--- config.mk ---
export PLATFORM = sky130hd
export DESIGN_NAME = instr_encoder_flat
export DESIGN_NICKNAME = d
export VERILOG_FILES = /design/src/rtl/instr_enc_pkg.sv /design/src/rtl/instr_encoder_if.sv /design/src/rtl/instr_enc_fifo.sv /design/src/rtl/instr_encoder.sv /design/src/flat_wrapper.sv
export SDC_FILE = /design/constraint.sdc
export NUM_CORES = 1
export LEC_CHECK = 0
export BUFFER_PORTS_ARGS = -buffer_cell sky130_fd_sc_hd__buf_2
export CAP_MARGIN = 25
export CORE_AREA = 5 5 123 125
export DETAILED_ROUTE_END_ITERATION = 8
export DIE_AREA = 0 0 128 130
export HOLD_SLACK_MARGIN = 0.03
export PLACE_DENSITY = 0.79
export SLEW_MARGIN = 10
export SYNTH_ARGS = -nofsm -noshare
export SYNTH_HDL_FRONTEND = slang
export SYNTH_SLANG_ARGS = --single-unit
--- constraint.sdc ---
create_clock -name clk_IE -period 2.8 [get_ports clk_IE]
set_input_delay 0.56 -clock clk_IE [delete_from_list [all_inputs] [get_ports clk_IE]]
set_output_delay 0.56 -clock clk_IE [all_outputs]
set_load 0.005 [all_outputs]
--- src/rtl/instr_enc_pkg.sv ---
// Shared types and constants for the MIPS instruction encoder: format codes, field positions,
// special opcodes, FSM states and the R/I/J packing function.
package instr_enc_pkg;

   typedef enum logic [1:0] {
      FMT_R   = 2'b00,
      FMT_I   = 2'b01,
      FMT_J   = 2'b10,
      FMT_BAD = 2'b11
   } fmt_e;

   localparam int unsigned OP_MSB  = 31;
   localparam int unsigned OP_LSB  = 26;
   localparam int unsigned RS_MSB  = 25;
   localparam int unsigned RS_LSB  = 21;
   localparam int unsigned RT_MSB  = 20;
   localparam int unsigned RT_LSB  = 16;
   localparam int unsigned RD_MSB  = 15;
   localparam int unsigned RD_LSB  = 11;
   localparam int unsigned SH_MSB  = 10;
   localparam int unsigned SH_LSB  = 6;
   localparam int unsigned FN_MSB  = 5;
   localparam int unsigned FN_LSB  = 0;
   localparam int unsigned IMM_MSB = 15;
   localparam int unsigned IMM_LSB = 0;
   localparam int unsigned TGT_MSB = 25;
   localparam int unsigned TGT_LSB = 0;

   localparam logic [5:0] OP_RTYPE = 6'd0;
   localparam logic [5:0] OP_J     = 6'd2;
   localparam logic [5:0] OP_JAL   = 6'd3;

   typedef enum logic [1:0] {
      StIdle,
      StStream,
      StDone
   } state_e;

   function automatic logic [31:0] pack_word(input fmt_e fmt, input logic [5:0] op,
                                             input logic [4:0] rs, input logic [4:0] rt,
                                             input logic [4:0] rd, input logic [4:0] shamt,
                                             input logic [5:0] funct, input logic [15:0] imm,
                                             input logic [25:0] target);
      logic [31:0] w;
      w = '0;
      w[OP_MSB:OP_LSB] = op;
      unique case (fmt)
         FMT_R: begin
            w[RS_MSB:RS_LSB] = rs;
            w[RT_MSB:RT_LSB] = rt;
            w[RD_MSB:RD_LSB] = rd;
            w[SH_MSB:SH_LSB] = shamt;
            w[FN_MSB:FN_LSB] = funct;
         end
         FMT_I: begin
            w[RS_MSB:RS_LSB]   = rs;
            w[RT_MSB:RT_LSB]   = rt;
            w[IMM_MSB:IMM_LSB] = imm;
         end
         FMT_J:   w[TGT_MSB:TGT_LSB] = target;
         default: w = '0;
      endcase
      return w;
   endfunction

endpackage

--- src/rtl/instr_encoder_if.sv ---
// Field-input handshake and instruction-memory write bus of the instruction encoder.
interface instr_encoder_if #(
   parameter int unsigned ADDR_W = 8
) ();
   import instr_enc_pkg::*;

   logic              in_valid;
   logic              in_ready;
   fmt_e              fmt;
   logic [5:0]        op;
   logic [4:0]        rs;
   logic [4:0]        rt;
   logic [4:0]        rd;
   logic [4:0]        shamt;
   logic [5:0]        funct;
   logic [15:0]       imm;
   logic [25:0]       target;
   logic              mem_we;
   logic [ADDR_W-1:0] mem_addr;
   logic [31:0]       mem_wdata;
   logic              mem_ready;

   modport master (
      output in_valid, fmt, op, rs, rt, rd, shamt, funct, imm, target, mem_ready,
      input  in_ready, mem_we, mem_addr, mem_wdata
   );

   modport slave (
      input  in_valid, fmt, op, rs, rt, rd, shamt, funct, imm, target, mem_ready,
      output in_ready, mem_we, mem_addr, mem_wdata
   );
endinterface

--- src/rtl/instr_enc_fifo.sv ---
// Synchronous FIFO for packed instruction words; DEPTH must be a power of two.
module instr_enc_fifo #(
   parameter int unsigned DEPTH = 4,
   parameter int unsigned WIDTH = 32
) (
   input  logic                   clk,
   input  logic                   rst,
   input  logic                   clear,
   input  logic                   push,
   input  logic [WIDTH-1:0]       wdata,
   input  logic                   pop,
   output logic [WIDTH-1:0]       rdata,
   output logic                   full,
   output logic                   empty,
   output logic [$clog2(DEPTH):0] count
);
   localparam int unsigned PTR_W = $clog2(DEPTH);

   logic [WIDTH-1:0] mem_q [DEPTH];
   logic [PTR_W:0]   wr_q;
   logic [PTR_W:0]   rd_q;

   // Pointers carry one extra wrap bit so full and empty are distinguishable.
   assign count = wr_q - rd_q;
   assign full  = (count == (PTR_W + 1)'(DEPTH));
   assign empty = (wr_q == rd_q);
   assign rdata = mem_q[rd_q[PTR_W-1:0]];

   always_ff @(posedge clk) begin
      if (rst || clear) begin
         wr_q <= '0;
         rd_q <= '0;
      end else begin
         if (push && !full) wr_q <= wr_q + 1'b1;
         if (pop && !empty) rd_q <= rd_q + 1'b1;
      end
   end

   always_ff @(posedge clk) begin
      if (push && !full) mem_q[wr_q[PTR_W-1:0]] <= wdata;
   end

endmodule

--- src/rtl/instr_encoder.sv ---
// Packs MIPS fields into R/I/J words, buffers them and streams them to IM at consecutive
// addresses. Define INSTR_ENC_FIELD_CHECK_EN to also reject opcode/format mismatches.
module instr_encoder
   import instr_enc_pkg::*;
#(
   parameter int unsigned ADDR_W     = 8,
   parameter int unsigned BASE_ADDR  = 0,
   parameter int unsigned FIFO_DEPTH = 4
) (
   input  logic              clk_IE,
   input  logic              rst_IE,
   input  logic              flush,
   instr_encoder_if.slave    bus,
   output logic [ADDR_W:0]   word_count,
   output logic              full,
   output logic              err_fmt
);
   localparam int unsigned       CNT_W        = $clog2(FIFO_DEPTH) + 1;
   localparam logic [ADDR_W-1:0] BASE         = ADDR_W'(BASE_ADDR);
   localparam logic [ADDR_W-1:0] LAST_ADDR    = {ADDR_W{1'b1}};
   localparam logic [ADDR_W:0]   REGION_WORDS = {1'b1, {ADDR_W{1'b0}}};

   logic              fifo_full, fifo_empty, fifo_clear;
   logic [CNT_W-1:0]  fifo_count;
   logic [31:0]       packed_word, head;
   logic              hs, bad, push, commit, last_commit;
   state_e            state_q, state_d;
   logic [ADDR_W-1:0] addr_q;
   logic [ADDR_W:0]   count_q;
   logic              full_q, err_q;

   assign bus.in_ready = !rst_IE && !fifo_full && !full_q && !flush;
   assign hs           = bus.in_valid && bus.in_ready;
   assign packed_word  = pack_word(bus.fmt, bus.op, bus.rs, bus.rt, bus.rd, bus.shamt,
                                   bus.funct, bus.imm, bus.target);

   always_comb begin
      bad = (bus.fmt == FMT_BAD);
`ifdef INSTR_ENC_FIELD_CHECK_EN
      if (bus.fmt == FMT_R && bus.op != OP_RTYPE) bad = 1'b1;
      if (bus.fmt == FMT_J && bus.op != OP_J && bus.op != OP_JAL) bad = 1'b1;
      if (bus.fmt == FMT_I && (bus.op == OP_RTYPE || bus.op == OP_J || bus.op == OP_JAL)) begin
         bad = 1'b1;
      end
`endif
   end

   assign push          = hs && !bad;
   assign bus.mem_we    = !fifo_empty && !full_q;
   assign bus.mem_wdata = bus.mem_we ? head : '0;
   assign bus.mem_addr  = addr_q;
   assign commit        = bus.mem_we && bus.mem_ready && !flush;
   assign last_commit   = commit && (addr_q == LAST_ADDR);
   // Once the region is exhausted any leftover words are dropped.
   assign fifo_clear    = flush || full_q;

   instr_enc_fifo #(
      .DEPTH (FIFO_DEPTH),
      .WIDTH (32)
   ) u_fifo (
      .clk   (clk_IE),
      .rst   (rst_IE),
      .clear (fifo_clear),
      .push  (push),
      .wdata (packed_word),
      .pop   (commit),
      .rdata (head),
      .full  (fifo_full),
      .empty (fifo_empty),
      .count (fifo_count)
   );

   always_comb begin
      state_d = state_q;
      unique case (state_q)
         StIdle:   if (push) state_d = StStream;
         StStream: begin
            if (last_commit) state_d = StDone;
            else if (commit && !push && fifo_count == CNT_W'(1)) state_d = StIdle;
         end
         StDone:   state_d = StDone;
         default:  state_d = StIdle;
      endcase
      if (flush) state_d = StIdle;
   end

   always_ff @(posedge clk_IE) begin
      if (rst_IE || flush) begin
         state_q <= StIdle;
         addr_q  <= BASE;
         count_q <= '0;
         full_q  <= 1'b0;
         err_q   <= 1'b0;
      end else begin
         state_q <= state_d;
         if (hs && bad) err_q <= 1'b1;
         if (commit) begin
            if (last_commit) full_q <= 1'b1;
            else             addr_q <= addr_q + 1'b1;
            if (count_q != REGION_WORDS) count_q <= count_q + 1'b1;
         end
      end
   end

   assign word_count = count_q;
   assign full       = full_q;
   assign err_fmt    = err_q;

endmodule

--- src/flat_wrapper.sv ---
// flat-port wrapper written by rule: the top's interface ports become plain ports
module instr_encoder_flat import instr_enc_pkg::*;
#(
   parameter int unsigned ADDR_W     = 8,
   parameter int unsigned BASE_ADDR  = 0,
   parameter int unsigned FIFO_DEPTH = 4
)
  (clk_IE, rst_IE, flush, word_count, full, err_fmt, bus_in_valid, bus_fmt, bus_op, bus_rs, bus_rt, bus_rd, bus_shamt, bus_funct, bus_imm, bus_target, bus_mem_ready, bus_in_ready, bus_mem_we, bus_mem_addr, bus_mem_wdata);
  instr_encoder_if #(.ADDR_W(ADDR_W)) bus_i ();
  input  logic clk_IE;
  input  logic rst_IE;
  input  logic flush;
  output logic [ADDR_W:0] word_count;
  output logic full;
  output logic err_fmt;
  input wire logic [$bits(bus_i.in_valid)-1:0] bus_in_valid;
  input wire logic [$bits(bus_i.fmt)-1:0] bus_fmt;
  input wire logic [$bits(bus_i.op)-1:0] bus_op;
  input wire logic [$bits(bus_i.rs)-1:0] bus_rs;
  input wire logic [$bits(bus_i.rt)-1:0] bus_rt;
  input wire logic [$bits(bus_i.rd)-1:0] bus_rd;
  input wire logic [$bits(bus_i.shamt)-1:0] bus_shamt;
  input wire logic [$bits(bus_i.funct)-1:0] bus_funct;
  input wire logic [$bits(bus_i.imm)-1:0] bus_imm;
  input wire logic [$bits(bus_i.target)-1:0] bus_target;
  input wire logic [$bits(bus_i.mem_ready)-1:0] bus_mem_ready;
  output wire logic [$bits(bus_i.in_ready)-1:0] bus_in_ready;
  output wire logic [$bits(bus_i.mem_we)-1:0] bus_mem_we;
  output wire logic [$bits(bus_i.mem_addr)-1:0] bus_mem_addr;
  output wire logic [$bits(bus_i.mem_wdata)-1:0] bus_mem_wdata;
  assign bus_i.in_valid = bus_in_valid;
  assign bus_i.fmt = bus_fmt;
  assign bus_i.op = bus_op;
  assign bus_i.rs = bus_rs;
  assign bus_i.rt = bus_rt;
  assign bus_i.rd = bus_rd;
  assign bus_i.shamt = bus_shamt;
  assign bus_i.funct = bus_funct;
  assign bus_i.imm = bus_imm;
  assign bus_i.target = bus_target;
  assign bus_i.mem_ready = bus_mem_ready;
  assign bus_in_ready = bus_i.in_ready;
  assign bus_mem_we = bus_i.mem_we;
  assign bus_mem_addr = bus_i.mem_addr;
  assign bus_mem_wdata = bus_i.mem_wdata;
  instr_encoder #(.ADDR_W(ADDR_W), .BASE_ADDR(BASE_ADDR), .FIFO_DEPTH(FIFO_DEPTH)) u_core (.clk_IE(clk_IE), .rst_IE(rst_IE), .flush(flush), .bus(bus_i), .word_count(word_count), .full(full), .err_fmt(err_fmt));
endmodule
Word level (Yosys, flattened, before mapping)
Memories as Yosys holds them, arrays and structs flattened. A register that Yosys moved wholly into a read port is not among the register bits.
Cells that the tools add are included.
{"block": "op_classes", "add_sub_neg": 5, "bitwise": 1, "reduce_logical": 26, "muxes": 7, "n_eq_ne": 7}
{"operator": "$pmux 26 s3", "count": 1}
{"operator": "$mux 32", "count": 1}
{"operator": "$logic_and 1x1->1", "count": 12}
{"operator": "$add 9x1->9 const B", "count": 1}
{"operator": "$ne 9x9->1 const B", "count": 1}
{"operator": "$add 8x1->8 const B", "count": 1}
{"operator": "$eq 8x8->1 const B", "count": 1}
{"operator": "$add 3x1->3 const B", "count": 2}
{"operator": "$logic_not 1->1", "count": 6}
{"operator": "$mux 6", "count": 1}
{"operator": "$reduce_and 2->1", "count": 3}
{"operator": "$eq 2x2->1 const B", "count": 2}
{"operator": "$mux 2", "count": 2}
{"operator": "$eq 3x3->1", "count": 1}
{"operator": "$eq 3x3->1 const B", "count": 1}
{"operator": "$logic_or 1x1->1", "count": 3}
{"operator": "$reduce_or 3->1", "count": 1}
{"operator": "$sub 3x3->3", "count": 1}
{"operator": "$eq 2x1->1 const B", "count": 1}
{"operator": "$logic_not 2->1", "count": 1}
{"operator": "$mux 1", "count": 2}
{"operator": "$not 1->1", "count": 1}
{"block": "word_totals", "ram_bits": 128, "output_inout_bits": 53, "reg_bits": 25, "elab_cells": 53, "inputBits": 81, "n_memories": 1}
{"name": "u_core.u_fifo.mem_q", "depth": 4, "width": 32, "rd": 1, "rd_clocked_by_memory_dff": 1, "wr": 1, "line": "instr_enc_fifo.sv:19", "text": "logic [WIDTH-1:0] mem_q [DEPTH];"}

Longest topological paths before layout
{"block": "depth", "word_depth": 11, "depth_mapped": 7, "ltp_nobuf": 6}

Cells and area by module
Synthesis repeated with hierarchy kept, for this count alone.
{"block": "hier_totals", "cells_unflattened": 458, "hier_area_um2": 6780.3}
{"mod": "instr_enc_fifo", "area_each_um2": 5092.4, "n_inst": 1, "cells_per_inst": 217, "seq_area_each_um2": 4003.8}
{"mod": "instr_encoder", "area_each_um2": 1687.9, "n_inst": 1, "cells_per_inst": 241, "seq_area_each_um2": 380.4}

Worst setup path after synthesis
Ideal clock, no wire load.
{"block": "synth_path", "path_kind": "in2reg", "startpoint": "in flush", "endpoint": "mem u_core.u_fifo.mem_q[3][0], enable pin", "path_slack_ns": 0.089, "required_time_ns": 2.409, "stages": 5, "t_arrival_ns": 2.320, "n_path_buf": 1, "cell_sequence": "or2_2 > buf_2 > nor2_1 > o21a_1 > and4_1"}
{"block": "synth_via", "elab_chain_cells": 7}
{"element": "from (decl)", "line": "flat_wrapper.sv:12", "text": "input logic flush;"}
{"element": "$logic_not 1->1", "line": "instr_encoder.sv:32", "text": "assign bus.in_ready = !rst_IE && !fifo_full && !full_q && !flush;"}
{"element": "$logic_and 1x1->1", "line": "instr_encoder.sv:32"}
{"element": "via bus_in_ready", "line": "flat_wrapper.sv:27", "text": "output wire logic [$bits(bus_i.in_ready)-1:0] bus_in_ready;"}
{"element": "$logic_and 1x1->1", "line": "instr_encoder.sv:33", "text": "assign hs = bus.in_valid && bus.in_ready;"}
{"element": "$logic_and 1x1->1", "line": "instr_encoder.sv:48", "text": "assign push = hs && !bad;"}
{"element": "$logic_and 1x1->1", "line": "instr_enc_fifo.sv:40", "text": "if (push && !full) mem_q[wr_q[PTR_W-1:0]] <= wdata;"}
{"element": "$mux 1", "line": "instr_enc_fifo.sv:40"}
{"element": "$mux 1 (implied by the code)", "line": "instr_enc_fifo.sv:40"}
{"element": "to (decl)", "line": "instr_enc_fifo.sv:19"}
The timed path passes the listed nets, and every way through them passes these cells.

Worst setup path in the final report
{"block": "layout_path", "startpoint": "reg u_core.u_fifo.wr_q[0]", "endpoint": "out bus_mem_wdata[14]"}
{"block": "layout_via", "elab_chain_cells": 4}
{"element": "from (decl)", "line": "instr_enc_fifo.sv:20", "text": "logic [PTR_W:0] wr_q;"}
{"element": "from (signal assigned)", "line": "instr_enc_fifo.sv:34", "text": "if (push && !full) wr_q <= wr_q + 1'b1;"}
{"element": "$eq 3x3->1", "line": "instr_enc_fifo.sv:26", "text": "assign empty = (wr_q == rd_q);"}
{"element": "$logic_not 1->1", "line": "instr_encoder.sv:49", "text": "assign bus.mem_we = !fifo_empty && !full_q;"}
{"element": "$logic_and 1x1->1", "line": "instr_encoder.sv:49"}
{"element": "$mux 32", "line": "instr_encoder.sv:50", "text": "assign bus.mem_wdata = bus.mem_we ? head : '0;"}
{"element": "to (decl)", "line": "flat_wrapper.sv:30", "text": "output wire logic [$bits(bus_i.mem_wdata)-1:0] bus_mem_wdata;"}
No other way between the ends.

==> impl_metrics.toml <==
[run_status]
outcome = "finished, final reports clean"

[drt]
dr_wl_met3_um = 887
vias = 4342
wl_met2_um = 7620
m1WireLength_um = 5730
viasPerCell = 5.40
routed_wl_um = 14500
highest_layer = "met4"
first_iter_violations = 322
drcViolationCount = 0
ant_nets = 0
wl_per_cell_um = 18.1
dr.pass1.iters = 4

[clock_network]
clockRootBuffer = "clkbuf_16"
cts_sinks = 155
cts_tree = "done"
cts_max_level = 4
cts_buffer_depth = 2
numCtsBuffers = 17
ctsHoldBuffers = 0
clock_latency_ps = 420
clk_pin_slew_ps = 60

[power_and_ir_drop]
p_switching_mw = 0.999
vdd_drop_max_uv = 311
p_comb_frac = 0.055
leakage_nw = 3.10
power_density_nw_per_um2 = 604
power.share.switching = 0.198
internal_power_mw = 4.03
power_frac_clock = 0.441
seq_power_share = 0.504

[grt]
overflow = 0
grt_usage = 0.178
grt_pass1_vias = 4497
grt_pass1_wl_um = 22400
antenna_found_initial = 0
grt_start_max_net_pins = 34

[timing]
setup_viol = 0
relSlewSlack = 0.585
fin_crit_sh = 0.953
finalMaxSlewViolations = 0
worstMarginPinSlew_ps = 623
rsz0062_at_grt = "no"
hold_viol = 0
hold_ws_ps = 467
fin_skew_ps = 6.62
fin_tns_setup_ps = 0
finalCriticalPeriod_ps = 2670
max_freq_mhz = 375

[die]
start_util = 0.492
design.die.area_um2 = 16600
ios = 134
die_w_um = 128
die_h_um = 130
core_um2 = 13800
num_rows = 43

[place]
gp_congestion = 0.849
dp_hpwl_um = 9940
io_buffers = 133
dp.cells = 772

[logic_synthesis]
avgSynthCellArea_um2 = 14.6
syn_inst = 465
synth_top_area_cell = "edfxtp_1"
synth_top_area_frac = 0.567
ys_seq_area_frac = 0.647
synthTopCellsByArea = "edfxtp_1, mux4_2, dfxtp_1, nor2b_1, mux2i_1"
synth-seq-cells = 155
syn_nets = 556
synthesis.area_um2 = 6780
yosys_warnings = 0
ys_types = 42

[critical_path]
critPathRequiredTime_ps = 2240
cp.arrival_ps = 2110
crit_path_start_kind = "flop"
crit_chain = "inv_1, ha_1, and2_1, a21o_1, buf_6, nor2b_1, buf_2"
crit_fanout = 33
worstSetupPathType = "reg -> out"
setup.worst_path.end_class = "output port"
cp_slowest_cell = "dfxtp_2"
cpPeakStageDelay_ps = 370

[final_layout]
nets = 702
drive_gt1_frac = 0.356
syn_to_final_growth_pct = 23.0
nFillCells = 1051
diodes = 0
final_cells = 804

[job]
maxCapViolCount = 0

[min_path]
timing.hold.worst.class = "in -> reg"
==> cell usage in the layout (no fill, tap or decap), types with 6 or more instances in the layout <==
master | Yosys | routed
o21ai_0 | 32 | 32
nor2_1 | 11 | 11
ha_1 | 10 | 10
nor2b_1 | 35 | 35
edfxtp_1 | 128 | 128
and2_1 | 13 | 10
buf_2 | 5 | 133
mux2i_1 | 19 | 19
inv_1 | 19 | 19
clkbuf_16 | 0 | 17
buf_4 | 0 | 12
mux4_2 | 32 | 32
clkbuf_1 | 17 | 6
nand3_1 | 7 | 7
a21oi_1 | 14 | 14
nand2_1 | 40 | 40
dfxtp_1 | 27 | 24
==> synthesized netlist by cell type <==
cell type	instances
o21ai_2	1
buf_2	5
o211ai_1	3
or3_1	4
mux4_2	32
nor4_1	1
xor2_2	1
nor4b_1	2
a211oi_1	2
or4_1	5
mux2i_1	19
edfxtp_1	128
a21oi_2	1
nor2b_1	35
ha_1	10
buf_1	1
nor4bb_1	1
nor2_1	11
xor2_1	3
o2111a_1	1
nand3_1	7
o21ai_0	32
a32o_1	1
xnor2_1	4
a21oi_1	14
a21o_1	1
nand2_1	40
or2_2	3
a31oi_1	1
o2111ai_1	2
or3b_2	1
o21a_1	1
o31ai_1	5
inv_1	19
and3_1	1
o311ai_0	1
clkbuf_1	17
dfxtp_1	27
and4_1	3
nand4_1	4
nor3b_1	2
and2_1	13
==> repair_timing <==
action | 4_1_cts | 5_1_grt
setup buffers | 0 | 0
setup endpoints to repair | 0 | 33
gates resized for setup | 0 | 2
==> metal layers <==
metal / vias to the layer above / GRT usage
met1: 2124 / 0.207
met5: - / 0
li1: 2059 / -
met4: 0 / 0.0705
met3: 22 / 0.0512
met2: 137 / 0.312
==> metrics by stage <==
step | total power [mW] | util | cell area (um2) | setup WS, ps
after global placement | 2.85 | 0.562 | 7740 | 363
after CTS | 5.07 | 0.605 | 8330 | 10.9
after floorplan | 2.73 | - | 6780 | 89.0
after detailed placement | 2.86 | 0.563 | 7750 | 451
after global routing | 5.20 | 0.605 | 8330 | 23.2
final | 5.03 | 0.605 | 8330 | 130
==> state kept, by name, indices dropped and copies added (netlist names), named ones only <==
register             count
u_core.u_fifo.rd_q       3
u_core.bus.mem_addr      8
u_core.err_fmt           1
u_core.u_fifo.wr_q       3
u_core.u_fifo.mem_q    128
u_core.word_count        9
u_core.full              1
==> cells by family after synthesis <==
family	after synthesis	share of synthesized area
DFF	155	0.647
muxes	51	0.134
and+or+nand+nor	133	0.107
buffers and inverters	42	0.0242
adders and majority gates	10	0.0185
AOI/OAI and AO/OA	66	0.0578
xor gates and xnor gates	8	0.0114
==> final timing paths <==
kind              cells past startpoint                              endpoint  slack (ps)                          startpoint
setup reg to reg                      7  u_core.u_fifo.mem_q[2][27]$_DFFE_PP_         640  u_core.u_fifo.wr_q[0]$_SDFFE_PP0P_
hold reg to reg                       1    u_core.u_fifo.wr_q[0]$_SDFFE_PP0P_         480  u_core.u_fifo.wr_q[0]$_SDFFE_PP0P_
setup / recovery                      7                     bus_mem_wdata[14]         130  u_core.u_fifo.wr_q[0]$_SDFFE_PP0P_
hold / removal                        2           u_core.err_fmt$_SDFFE_PP0P_         470                        bus_in_valid
==> power by group through the flow <==
stage / Sequential [mW] / Combinational (mW) / Clock, mW
finish: 2.54 / 0.276 / 2.22
CTS: 2.54 / 0.279 / 2.25
detailed placement: 2.59 / 0.277 / 0
global placement: 2.58 / 0.265 / 0
floorplan: 2.58 / 0.144 / 0
global route: 2.54 / 0.308 / 2.36
==> area by class of cell <==
type / instances / area [um2] / area share
inverters: 19 / 71.3 / 0.00856
repair buffers: 150 / 838 / 0.101
multi-input cells: 268 / 2230 / 0.268
clock buffers: 26 / 489 / 0.0587
clock inverters: 6 / 87.6 / 0.0105
flip-flops and latches: 155 / 4390 / 0.527
well taps: 180 / 225 / 0.0270
==> critical path: cells and delay by family, from the launching register on <==
family,cells,cell delay (ps)
flip-flops,1,370
AND/OR/NAND/NOR,2,370
adder cells (fa/ha/maj),1,320
buffers and inverters,3,400
AO/OA/AOI/OAI,1,190
No activity file was read; power rests on OpenSTA's default activity.
